==> src/rtl/pll_div_ctrl.sv <==
// Ratio controller for the ADPLL feedback divider: takes new ratios over valid/ready
// and applies them only at a divider toggle. Optional fractional-N dither: PLL_DIV_FRAC_EN.
module pll_div_ctrl #(
    parameter int FRAC_W   = 8,
    parameter int NDIV_RST = 4,
    parameter int TIMEOUT  = 64
) (
    input  logic              clk,
    input  logic              reset,
    input  logic              req_valid,
    output logic              req_ready,
    input  logic [3:0]        req_int,
    input  logic [FRAC_W-1:0] req_frac,
    input  logic              div_out,
    output logic [3:0]        ndiv,
    output logic              cfg_done,
    output logic              timeout_err,
    output logic              busy
);

    localparam int              WD_W      = (TIMEOUT > 1) ? $clog2(TIMEOUT) : 1;
    localparam logic [WD_W-1:0] WD_LAST   = WD_W'(TIMEOUT - 1);
    localparam logic [3:0]      NDIV_INIT = 4'(NDIV_RST);

    typedef enum logic {
        RUN,
        PEND
    } state_t;

    state_t          state_q;
    logic [3:0]      ndiv_q;
    logic [3:0]      int_nxt_q;
    logic [WD_W-1:0] wd_q;
    logic            div_q;
    logic            cfg_done_q;
    logic            timeout_err_q;

    logic            tog;
    logic            rise;
    logic [3:0]      int_clamped;

    assign tog         = div_out ^ div_q;
    assign rise        = div_out & ~div_q;
    // Ratios below 2 would let the divider counter cross its threshold before the new value lands.
    assign int_clamped = (req_int < 4'd2) ? 4'd2 : req_int;

`ifdef PLL_DIV_FRAC_EN
    logic [3:0]        int_cur_q;
    logic [FRAC_W-1:0] frac_cur_q;
    logic [FRAC_W-1:0] frac_nxt_q;
    logic [FRAC_W-1:0] acc_q;
    logic [FRAC_W:0]   dsum;
    logic              carry;

    assign dsum  = {1'b0, acc_q} + {1'b0, frac_cur_q};
    assign carry = dsum[FRAC_W];

    function automatic logic [3:0] sat_inc(input logic [3:0] base, input logic inc);
        if (base == 4'd15) begin
            return 4'd15;
        end
        return base + {3'd0, inc};
    endfunction
`else
    logic unused_frac;
    assign unused_frac = ^{rise, req_frac};
`endif

    always_ff @(posedge clk or posedge reset) begin
        if (reset) begin
            state_q       <= RUN;
            ndiv_q        <= NDIV_INIT;
            int_nxt_q     <= NDIV_INIT;
            wd_q          <= '0;
            div_q         <= 1'b0;
            cfg_done_q    <= 1'b0;
            timeout_err_q <= 1'b0;
`ifdef PLL_DIV_FRAC_EN
            int_cur_q     <= NDIV_INIT;
            frac_cur_q    <= '0;
            frac_nxt_q    <= '0;
            acc_q         <= '0;
`endif
        end else begin
            div_q      <= div_out;
            cfg_done_q <= 1'b0;
            case (state_q)
                RUN: begin
`ifdef PLL_DIV_FRAC_EN
                    if (rise) begin
                        acc_q  <= dsum[FRAC_W-1:0];
                        ndiv_q <= sat_inc(int_cur_q, carry);
                    end
`endif
                    if (req_valid) begin
                        int_nxt_q     <= int_clamped;
`ifdef PLL_DIV_FRAC_EN
                        frac_nxt_q    <= req_frac;
`endif
                        wd_q          <= '0;
                        timeout_err_q <= 1'b0;
                        state_q       <= PEND;
                    end
                end
                PEND: begin
                    wd_q <= wd_q + 1'b1;
                    // Committing on the edge after a toggle keeps the divider counter below any threshold.
                    if (tog || (wd_q == WD_LAST)) begin
                        ndiv_q     <= int_nxt_q;
`ifdef PLL_DIV_FRAC_EN
                        int_cur_q  <= int_nxt_q;
                        frac_cur_q <= frac_nxt_q;
                        acc_q      <= '0;
`endif
                        cfg_done_q <= 1'b1;
                        if (!tog) begin
                            timeout_err_q <= 1'b1;
                        end
                        state_q    <= RUN;
                    end
                end
                default: state_q <= RUN;
            endcase
        end
    end

    assign req_ready   = (state_q == RUN);
    assign busy        = (state_q == PEND);
    assign ndiv        = ndiv_q;
    assign cfg_done    = cfg_done_q;
    assign timeout_err = timeout_err_q;

endmodule

==> config.mk <==
export PLATFORM = sky130hd
export DESIGN_NAME = pll_div_ctrl
export DESIGN_NICKNAME = d
export VERILOG_FILES = /design/src/rtl/pll_div_ctrl.sv
export SDC_FILE = /design/constraint.sdc
export NUM_CORES = 1
export LEC_CHECK = 0
export ABC_AREA = 0
export CAP_MARGIN = 20
export CORE_MARGIN = 4
export CORE_UTILIZATION = 44
export DETAILED_ROUTE_END_ITERATION = 12
export GPL_ROUTABILITY_DRIVEN = 1
export MAX_ROUTING_LAYER = met4
export PLACE_DENSITY_LB_ADDON = 0.15
export SYNTH_ARGS = -nofsm -noshare
export SYNTH_HDL_FRONTEND = slang
export SYNTH_SLANG_ARGS = --single-unit
==> constraint.sdc <==
create_clock -name clk -period 1.8 [get_ports clk]
set_clock_uncertainty 0.1 [all_clocks]
set_input_delay 0.36 -clock clk [delete_from_list [all_inputs] [get_ports clk]]
set_output_delay 0.36 -clock clk [all_outputs]
set_load 0.02 [all_outputs]
-- Word level (Yosys, flattened, before mapping)
Cells that the tools add are included.
- register bits: 18
- add/sub/neg operators: 1
- reductions and logical operators: 4
- equal/unequal tests: 4
- multiplexer cells: 12
- bitwise gates (word level): 2
- magnitude comparators: 1
- operators by type and width (operator ; count):
    6-bit case mux with 2 select lines ; 1
    1-bit 2-to-1 mux ; 7
    6-bit by 1-bit adder with 6-bit output, second input constant ; 1
    6-bit equality test, second input constant ; 1
    6-bit 2-to-1 mux ; 1
    4-bit by 2-bit < comparator with 1-bit output, second input constant ; 1
    4-bit 2-to-1 mux ; 1
    2-bit != test, second input constant ; 2
    1-bit case mux with 2 select lines ; 2
    2-bit AND reduction ; 2
    3-bit AND reduction ; 1
    2-bit by 1-bit != test with 1-bit output, second input constant ; 1
    1-bit logical OR ; 1
    1-bit NOT ; 1
    1-bit bitwise XOR ; 1

-- Longest topological paths before layout
Gate-level depths: netlist of run 1.
- word-level depth: 4
- depth in mapped cells: 5
- gate-level depth less buffers: 4

-- Worst setup path before layout of run 1
OpenSTA, ideal clock, no wires.
- path type: flip-flop to flip-flop
- start point: reg state_q (netlist: busy)
- end point: reg ndiv_q[0] (netlist: ndiv[0])
- library setup time: 0.128 ns
- arrival time: 1.294 ns
- slack: 0.279 ns
- clock period less this slack: 1.521 ns
- cell stages (with the launch flop): 5
- path through: dfrtp_1 > buf_4 > inv_1 > o22ai_4 > mux2_1
- cells in the longest elaborated chain, start to end: 1
- RTL lines (what ; line ; RTL):
    start, declared ; 30 ; state_t state_q;
    start signal, assigned ; 71 ; state_q <= RUN;
    start signal, assigned ; 102 ; state_q <= PEND;
    start signal, assigned ; 119 ; state_q <= RUN;
    2-bit AND reduction (no line) ; -- ;
    end signal, assigned ; 109 ; ndiv_q <= int_nxt_q;
    end, declared ; 31 ; logic [3:0] ndiv_q;
Every way passes these cells.
A chain may end at the register's enable or synchronous reset.

-- Worst setup path after layout of run 1
- start point: reg state_q (netlist: busy)
- end point: out busy
- RTL lines (what ; line ; RTL):
    end, declared ; 18 ; output logic busy
No word-level cell between the ends.

==> impl_metrics.sql, run 1 <==
INSERT INTO impl_metrics (metric_group, metric, value, unit) VALUES
('yosys', 'yosys-mux-area-fraction', '10.0', '%'),
('yosys', 'synth.cells.most_frequent', 'sky130_fd_sc_hd__dfrtp_1 (16), sky130_fd_sc_hd__nand2_1 (7), sky130_fd_sc_hd__o21ai_0 (7)', ''),
('route', 'avgViaCountPerCell', '5.13', ''),
('yosys', 'synth_warnings', '0', ''),
('yosys', 'synth_nets', '82', ''),
('clock_network', 'clock_sink_count', '18', ''),
('yosys', 'synth_compound_area_share', '12.5', '%'),
('clock_network', 'clockRootBuffer', 'sky130_fd_sc_hd__clkbuf_4', ''),
('pwr', 'power_frac_clock', '19.7', '%'),
('final_layout', 'finalNetCount', '106', ''),
('yosys', 'ys_ff_latch', '18', ''),
('critical_path', 'critical_path.max_stage_delay', '0.62', 'ns'),
('critical_path', 'critical_path_buf_inv_count', '1', ''),
('critical_path', 'data_arrival_time_at_the_worst_slack_endpoint', '1.30', 'ns'),
('route', 'dr_total_vias', '533', ''),
('die', 'floorplan.io_pins', '24', ''),
('final_layout', 'fillerInstances', '139', ''),
('min_path', 'hold_class', 'in2async', ''),
('timing', 'slew_viol_final', '0', ''),
('yosys', 'synth_seq_area_share', '58.6', '%'),
('clock_network', 'deepest_clock_path_buffer_count', '2', ''),
('route', 'post_detailed_routing_wire_length', '1.29', 'mm'),
('yosys', 'synth-edff-count', '0', ''),
('die', 'dieArea', '0.00249', 'sq mm'),
('yosys', 'synthDominantCellAreaShare', '51.8', '%'),
('pwr', 'netSwitchingFraction', '31.0', '%'),
('critical_path', 'cp_data_required_time', '1.34', 'ns'),
('pwr', 'power.net_switching', '0.378', 'mW'),
('critical_path', 'cell_type_group_with_the_largest_total_delay_on_the_critical_path', 'buffers and inverters', ''),
('timing', 'period_share', '97.9', '%'),
('yosys', 'netlist-cell-type-count', '23', ''),
('yosys', 'netlist_top_cells_area', 'sky130_fd_sc_hd__dfrtp_1 (52%), sky130_fd_sc_hd__dfstp_2 (6.8%), sky130_fd_sc_hd__mux2_1 (5.8%)', ''),
('yosys', 'avgSynthCellArea', '11.9', 'sq um'),
('clock_network', 'cts_setup_buffers', '0', ''),
('clock_network', 'postCtsHoldBufs', '0', ''),
('timing', 'final-hold-violation-count', '0', ''),
('run_status', 'status', 'completed', ''),
('critical_path', 'worst_r2r_endpoint', 'ndiv[3]$_DFFE_PP0P_', ''),
('die', 'die_extent_in_y', '49.9', 'um'),
('critical_path', 'critPathCaptureType', 'output port', ''),
('final_layout', 'total_inserted_antenna_cells', '0', ''),
('final_layout', 'area.sequential', '453', 'sq um'),
('critical_path', 'r2r_setup_slack', '0.18', 'ns'),
('critical_path', 'cp_cell_sequence', 'clkdlybuf4s50_1', ''),
('yosys', 'synth_area_leader_cell', 'sky130_fd_sc_hd__dfrtp_1', ''),
('place', 'place_hpwl', '980', 'um'),
('run', 'timing.max_cap.violations', '0', ''),
('yosys', 'yosys.cell_count.top_type', 'sky130_fd_sc_hd__dfrtp_1', ''),
('timing', 'headroom_to_the_max_slew_limit', '82.4', '%'),
('pwr', 'cellPowerDensity', '1210', 'mW/mm^2'),
('pwr', 'worst_case_vdd_ir_drop', '0.000981', 'V'),
('timing', 'setup_viol_count_final', '0', ''),
('critical_path', 'largest_fanout_on_the_critical_path', '3', ''),
('yosys', 'asyncSetResetFlopFracSynth', '100', '%'),
('pwr', 'internal_power', '0.841', 'mW'),
('yosys', 'ys_dominant_reg_cell', 'sky130_fd_sc_hd__dfrtp_1', ''),
('route', 'drt_drc_violations_left', '0', ''),
('global_routing', 'track_usage', '12.7', '%'),
('clock_network', 'clock_insertion_delay_worst_skew', '0.28', 'ns'),
('yosys', 'synth-adder-area-share', '1.62', '%'),
('die', 'rows', '14', ''),
('route', 'antenna_violation_net_count_after_detailed_routing', '0', ''),
('critical_path', 'path_class', 'reg2out', ''),
('timing', 'worst_pin_slew', '0.264', 'ns'),
('die', 'die_w', '49.9', 'um'),
('place', 'place_congestion', '0.739', ''),
('final_layout', 'multiInputGateArea', '297', 'sq um'),
('global_routing', 'grt_pass1_vias', '501', ''),
('timing', 'achievable-frequency', '567', 'MHz'),
('timing', 'unrepaired_setup_endpoints_after_global_routing', 'false', ''),
('yosys', 'post_synth_and_or_nand_nor_area_fraction', '12.1', '%');
## logic make-up after synthesis
group / Yosys count
AO/OA/AOI/OAI: 14
XOR/XNOR: 1
adder cells (fa/ha/maj): 1
buffers and inverters: 5
flip-flops: 18
multiplexers: 7
AND/OR/NAND/NOR: 19
## flip-flops by register name, summed over array words and instances, names as in the netlist
register and flops:
wd_q 6, int_nxt_q 4, ndiv 4, busy 1, cfg_done 1, div_q 1, timeout_err 1
## worst max-delay path by stage
stage / startpoint / to / cells past startpoint
floorplan: busy$_DFF_PP0_ / ndiv[0]$_DFFE_PP0P_ / 4
global placement: div_out / ndiv[3]$_DFFE_PP0P_ / 4
detailed placement: div_out / ndiv[3]$_DFFE_PP0P_ / 4
CTS: busy$_DFF_PP0_ / busy / 1
global route: timeout_err$_DFFE_PP0P_ / timeout_err / 1
finish: busy$_DFF_PP0_ / busy / 1
## per-layer routing
metal  up-vias  global-route usage [%]  wire length, um
met5         -                       -                0
met2        12                    17.8              520
met1       241                    17.4              697
met3         4                    3.01               51
met4         0                    5.53               21
li1        276                       -                -
## cells in the final DEF, fill, tap and decap left out, types with 2 or more instances in the layout
master	count
sky130_fd_sc_hd__clkdlybuf4s50_1	13
sky130_fd_sc_hd__mux2_2	2
sky130_fd_sc_hd__mux2_1	4
sky130_fd_sc_hd__clkbuf_4	3
sky130_fd_sc_hd__nand2_1	7
sky130_fd_sc_hd__inv_1	3
sky130_fd_sc_hd__nand4_1	2
sky130_fd_sc_hd__o31ai_1	2
sky130_fd_sc_hd__o21ai_0	7
sky130_fd_sc_hd__dfstp_2	2
sky130_fd_sc_hd__nand3_1	3
sky130_fd_sc_hd__a21oi_1	2
sky130_fd_sc_hd__buf_4	6
sky130_fd_sc_hd__dfrtp_1	16
sky130_fd_sc_hd__nor2_1	4
sky130_fd_sc_hd__dlygate4sd2_1	2
## power by group through the flow
| stage | Combinational (mW) | Sequential (mW) | Clock [mW] |
|---|---|---|---|
| after floorplan | 0.163 | 0.652 | 0 |
| after global placement | 0.403 | 0.591 | 0 |
| after detailed placement | 0.410 | 0.598 | 0 |
| after CTS | 0.399 | 0.589 | 0.247 |
| after global routing | 0.433 | 0.604 | 0.264 |
| final | 0.392 | 0.588 | 0.240 |
## final cells by class
class	count	area share (%)
inverter	3	1.12
sequential	18	44.9
multi-input combinational	42	29.4
timing repair buffer	21	19.1
clock buffer	4	3.59
tap	16	1.98
## stage by stage
stage	area [sq um]	setup slack [ns]	hold WS (ns)	instances
global route	1010	0.00631	0.307	104
finish	1010	0.0376	0.275	104
detailed placement	976	-0.0304	0.367	100
CTS	1010	0.0342	0.283	104
floorplan	773	0.279	0.197	65
global placement	976	-0.00846	0.359	100
No activity file was read; power rests on OpenSTA's default activity.
==> run 2, diff against run 1 <==
--- a/config.mk
+++ b/config.mk
@@ -8,7 +8,7 @@
 export ABC_AREA = 0
 export CAP_MARGIN = 20
 export CORE_MARGIN = 4
-export CORE_UTILIZATION = 44
+export CORE_UTILIZATION = 42
 export DETAILED_ROUTE_END_ITERATION = 12
 export GPL_ROUTABILITY_DRIVEN = 1
 export MAX_ROUTING_LAYER = met4
==> run 2 against run 1 <==
  * Clock power is 2% higher
  * Count of clock-buffer cells in the layout stayed put
  * Die area is 4.0% higher
  * Combinational power is 1% higher
  * Wire length is 4.2% higher
  * Critical path depth stayed put
  * Via count is 3.9% higher
  * Core utilization is 4.8 points lower
  * Hold slack worse by 0.0039 ns
  * Sequential power is 0.7% lower
  * Cell area is 1.4% higher
  * Critical endpoint is now ndiv[0]
  * Highest routed layer unchanged
==> impl_metrics.sql, run 2 (synthesis gave the netlist of run 1 again) <==
INSERT INTO impl_metrics (metric_group, metric, value, unit) VALUES
('global_routing', 'grt_max_degree', '19', ''),
('run_status', 'status', 'completed', ''),
('die', 'die_w', '50.9', 'um'),
('clock_network', 'clock_insertion_delay_worst_skew', '0.29', 'ns'),
('final_layout', 'layout-drive-gt1-share', '19.3', '%'),
('place', 'dpl_cell_area', '987', 'sq um'),
('global_routing', 'track_usage', '13.0', '%'),
('clock_network', 'cts.htree.levels', '1', ''),
('final_layout', 'final_common_cell', 'sky130_fd_sc_hd__dfrtp_1', ''),
('die', 'dieArea', '0.00259', 'sq mm'),
('critical_path', 'cell_type_group_with_the_largest_total_delay_on_the_critical_path', 'buffers and inverters', ''),
('global_routing', 'overflow', '0', ''),
('route', 'avgViaCountPerCell', '4.90', ''),
('critical_path', 'timing.critical_path.slowest_stage_cell', 'sky130_fd_sc_hd__clkdlybuf4s50_1', ''),
('critical_path', 'data_arrival_time_at_the_worst_slack_endpoint', '1.26', 'ns'),
('global_routing', 'grt_first_pass_wirelength', '2.38', 'mm'),
('timing', 'worst_hold_slack', '0.271', 'ns'),
('final_layout', 'layout.cell_area.non_filler', '0.00102', 'sq mm'),
('timing', 'slew_viol_final', '0', ''),
('final_layout', 'register_bank_with_the_most_flops', 'wd_q', ''),
('route', 'wire_per_inst', '11.9', 'um'),
('clock_network', 'clock_pin_slew_reported_for_the_worst_setup_and_hold_paths_after_clock_tree_synthesis', '0.11', 'ns'),
('timing', 'setup_viol_count_final', '0', ''),
('place', 'place_inst', '109', ''),
('die', 'die_extent_in_y', '50.9', 'um'),
('final_layout', 'most-common-layout-cells', 'sky130_fd_sc_hd__dfrtp_1 (16), sky130_fd_sc_hd__clkdlybuf4s50_1 (12), sky130_fd_sc_hd__nand2_1 (7), sky130_fd_sc_hd__o21ai_0 (7), sky130_fd_sc_hd__buf_4 (6)', ''),
('final_layout', 'finalNetCount', '106', ''),
('clock_network', 'clockRootBuffer', 'sky130_fd_sc_hd__clkbuf_4', ''),
('critical_path', 'path_class', 'reg2out', ''),
('critical_path', 'worst_r2r_path_depth', '4', ''),
('run', 'timing.max_cap.violations', '0', ''),
('final_layout', 'flow.area_growth_from_synthesis', '32.4', '%'),
('clock_network', 'deepest_clock_path_buffer_count', '2', ''),
('critical_path', 'largest_fanout_on_the_critical_path', '2', ''),
('route', 'antenna_violation_net_count_after_detailed_routing', '0', ''),
('die', 'initial_core_util', '44.8', '%'),
('route', 'drt_drc_violations_left', '0', ''),
('critical_path', 'worstSetupPathDepth', '1', ''),
('route', 'dr_total_vias', '554', ''),
('place', 'placement.setup.worst_slack', '0.00306', 'ns'),
('timing', 'unrepaired_setup_endpoints_after_global_routing', 'false', ''),
('timing', 'headroom_to_the_max_slew_limit', '79.5', '%'),
('critical_path', 'r2r-start', 'wd_q[0]$_DFFE_PP0P_', ''),
('critical_path', 'critical_path_buf_inv_count', '1', ''),
('final_layout', 'multiInputGateArea', '297', 'sq um'),
('route', 'post_detailed_routing_wire_length', '1.34', 'mm'),
('timing', 'finalCriticalPeriod', '1.72', 'ns'),
('pwr', 'cellPowerDensity', '1200', 'mW/mm^2'),
('critical_path', 'critical_path.max_stage_delay', '0.61', 'ns'),
('final_layout', 'largest_register_ffs', '6', ''),
('final_layout', 'fin_cells', '113', ''),
('critical_path', 'cp_cell_sequence', 'clkdlybuf4s50_1', ''),
('clock_network', 'cts_tree', 'built', ''),
('place', 'place.port_buffers', '15', ''),
('global_routing', 'antenna_found_initial', '0', ''),
('final_layout', 'fillerInstances', '154', ''),
('timing', 'achievable-frequency', '583', 'MHz'),
('die', 'rows', '15', ''),
('final_layout', 'total_inserted_antenna_cells', '0', ''),
('timing', 'period_share', '95.4', '%'),
('timing', 'final-hold-violation-count', '0', ''),
('timing', 'final.setup.worst_slack', '0.0834', 'ns'),
('timing', 'fin_setup_tns', '0', 'ns'),
('final_layout', 'area.sequential', '453', 'sq um'),
('critical_path', 'critPathLaunch', 'ndiv[0]$_DFFE_PP0P_', ''),
('critical_path', 'critPathLaunchType', 'register', ''),
('global_routing', 'grt_pass1_vias', '539', ''),
('place', 'place_hpwl', '1.02', 'mm'),
('pwr', 'leakagePower', '0.462', 'nW'),
('clock_network', 'tritoncts.num_buffers', '3', ''),
('clock_network', 'clock_sink_count', '18', ''),
('min_path', 'hold_class', 'in2async', ''),
('route', 'detail_route.iter0.violations', '10', ''),
('route', 'detail_route.first_pass.iterations', '4', ''),
('pwr', 'worst_case_vdd_ir_drop', '0.000730', 'V'),
('place', 'place_congestion', '0.798', ''),
('critical_path', 'cp_data_required_time', '1.34', 'ns'),
('die', 'floorplan.io_pins', '24', ''),
('critical_path', 'critPathCaptureType', 'output port', ''),
('die', 'design.core.area', '0.00173', 'sq mm'),
('timing', 'worst_pin_slew', '0.307', 'ns');
## run 2: changes by cell type in the layout (fill, tap and decap cells not counted)
cell,change
sky130_fd_sc_hd__clkdlybuf4s50_1,-1
sky130_fd_sc_hd__dlymetal6s2s_1,+1
## run 2: worst paths after layout
check	slack, ns	endpoint
max in group asynchronous	1.06	ndiv[2]$_DFFE_PP1P_
min reg2reg	0.38	int_nxt_q[0]$_DFFE_PP0P_
max	0.08	ndiv[0]
min	0.27	ndiv[0]$_DFFE_PP0P_
max reg2reg	0.22	ndiv[3]$_DFFE_PP0P_
min in group clk	0.38	int_nxt_q[0]$_DFFE_PP0P_
## run 2: report_power, final
part           switching, mW  internal [mW]  total (mW)
Combinational          0.200          0.196       0.396
Clock                  0.121          0.123       0.244
Sequential            0.0627          0.521       0.584
## run 2: what timing repair did
item                                   in CTS  in global routing
setup endpoints to repair                   2                  1
buffers inserted                            0                  0
gates resized for setup                     2                  1
endpoints found under the hold margin       0                  0
hold buffers                                0                  0
## run 2: final cells by class
type | instances | share of cell area (%)
repair buffers | 21 | 19.1
flip-flops and latches | 18 | 44.3
well taps | 25 | 3.06
multi-input cells | 42 | 29.0
clock buffers | 4 | 3.55
inverters | 3 | 1.10
## run 2: routing by layer
layer | vias up | part of all wire, % | global-route usage (%)
met5 | - | 0 | -
met4 | 0 | 1.0 | 5.38
met2 | 14 | 45 | 18.9
met1 | 255 | 49 | 16.0
met3 | 2 | 4.6 | 5.25
li1 | 283 | - | -
## run 2: metrics by stage
| step | total power, mW | util [%] |
|---|---|---|
| finish | 1.22 | 59.3 |
| global route | 1.31 | 59.3 |
| CTS | 1.24 | 59.1 |
| detailed placement | 1.01 | 57.2 |
| global placement | 0.995 | 57.2 |
| floorplan | 0.815 | - |
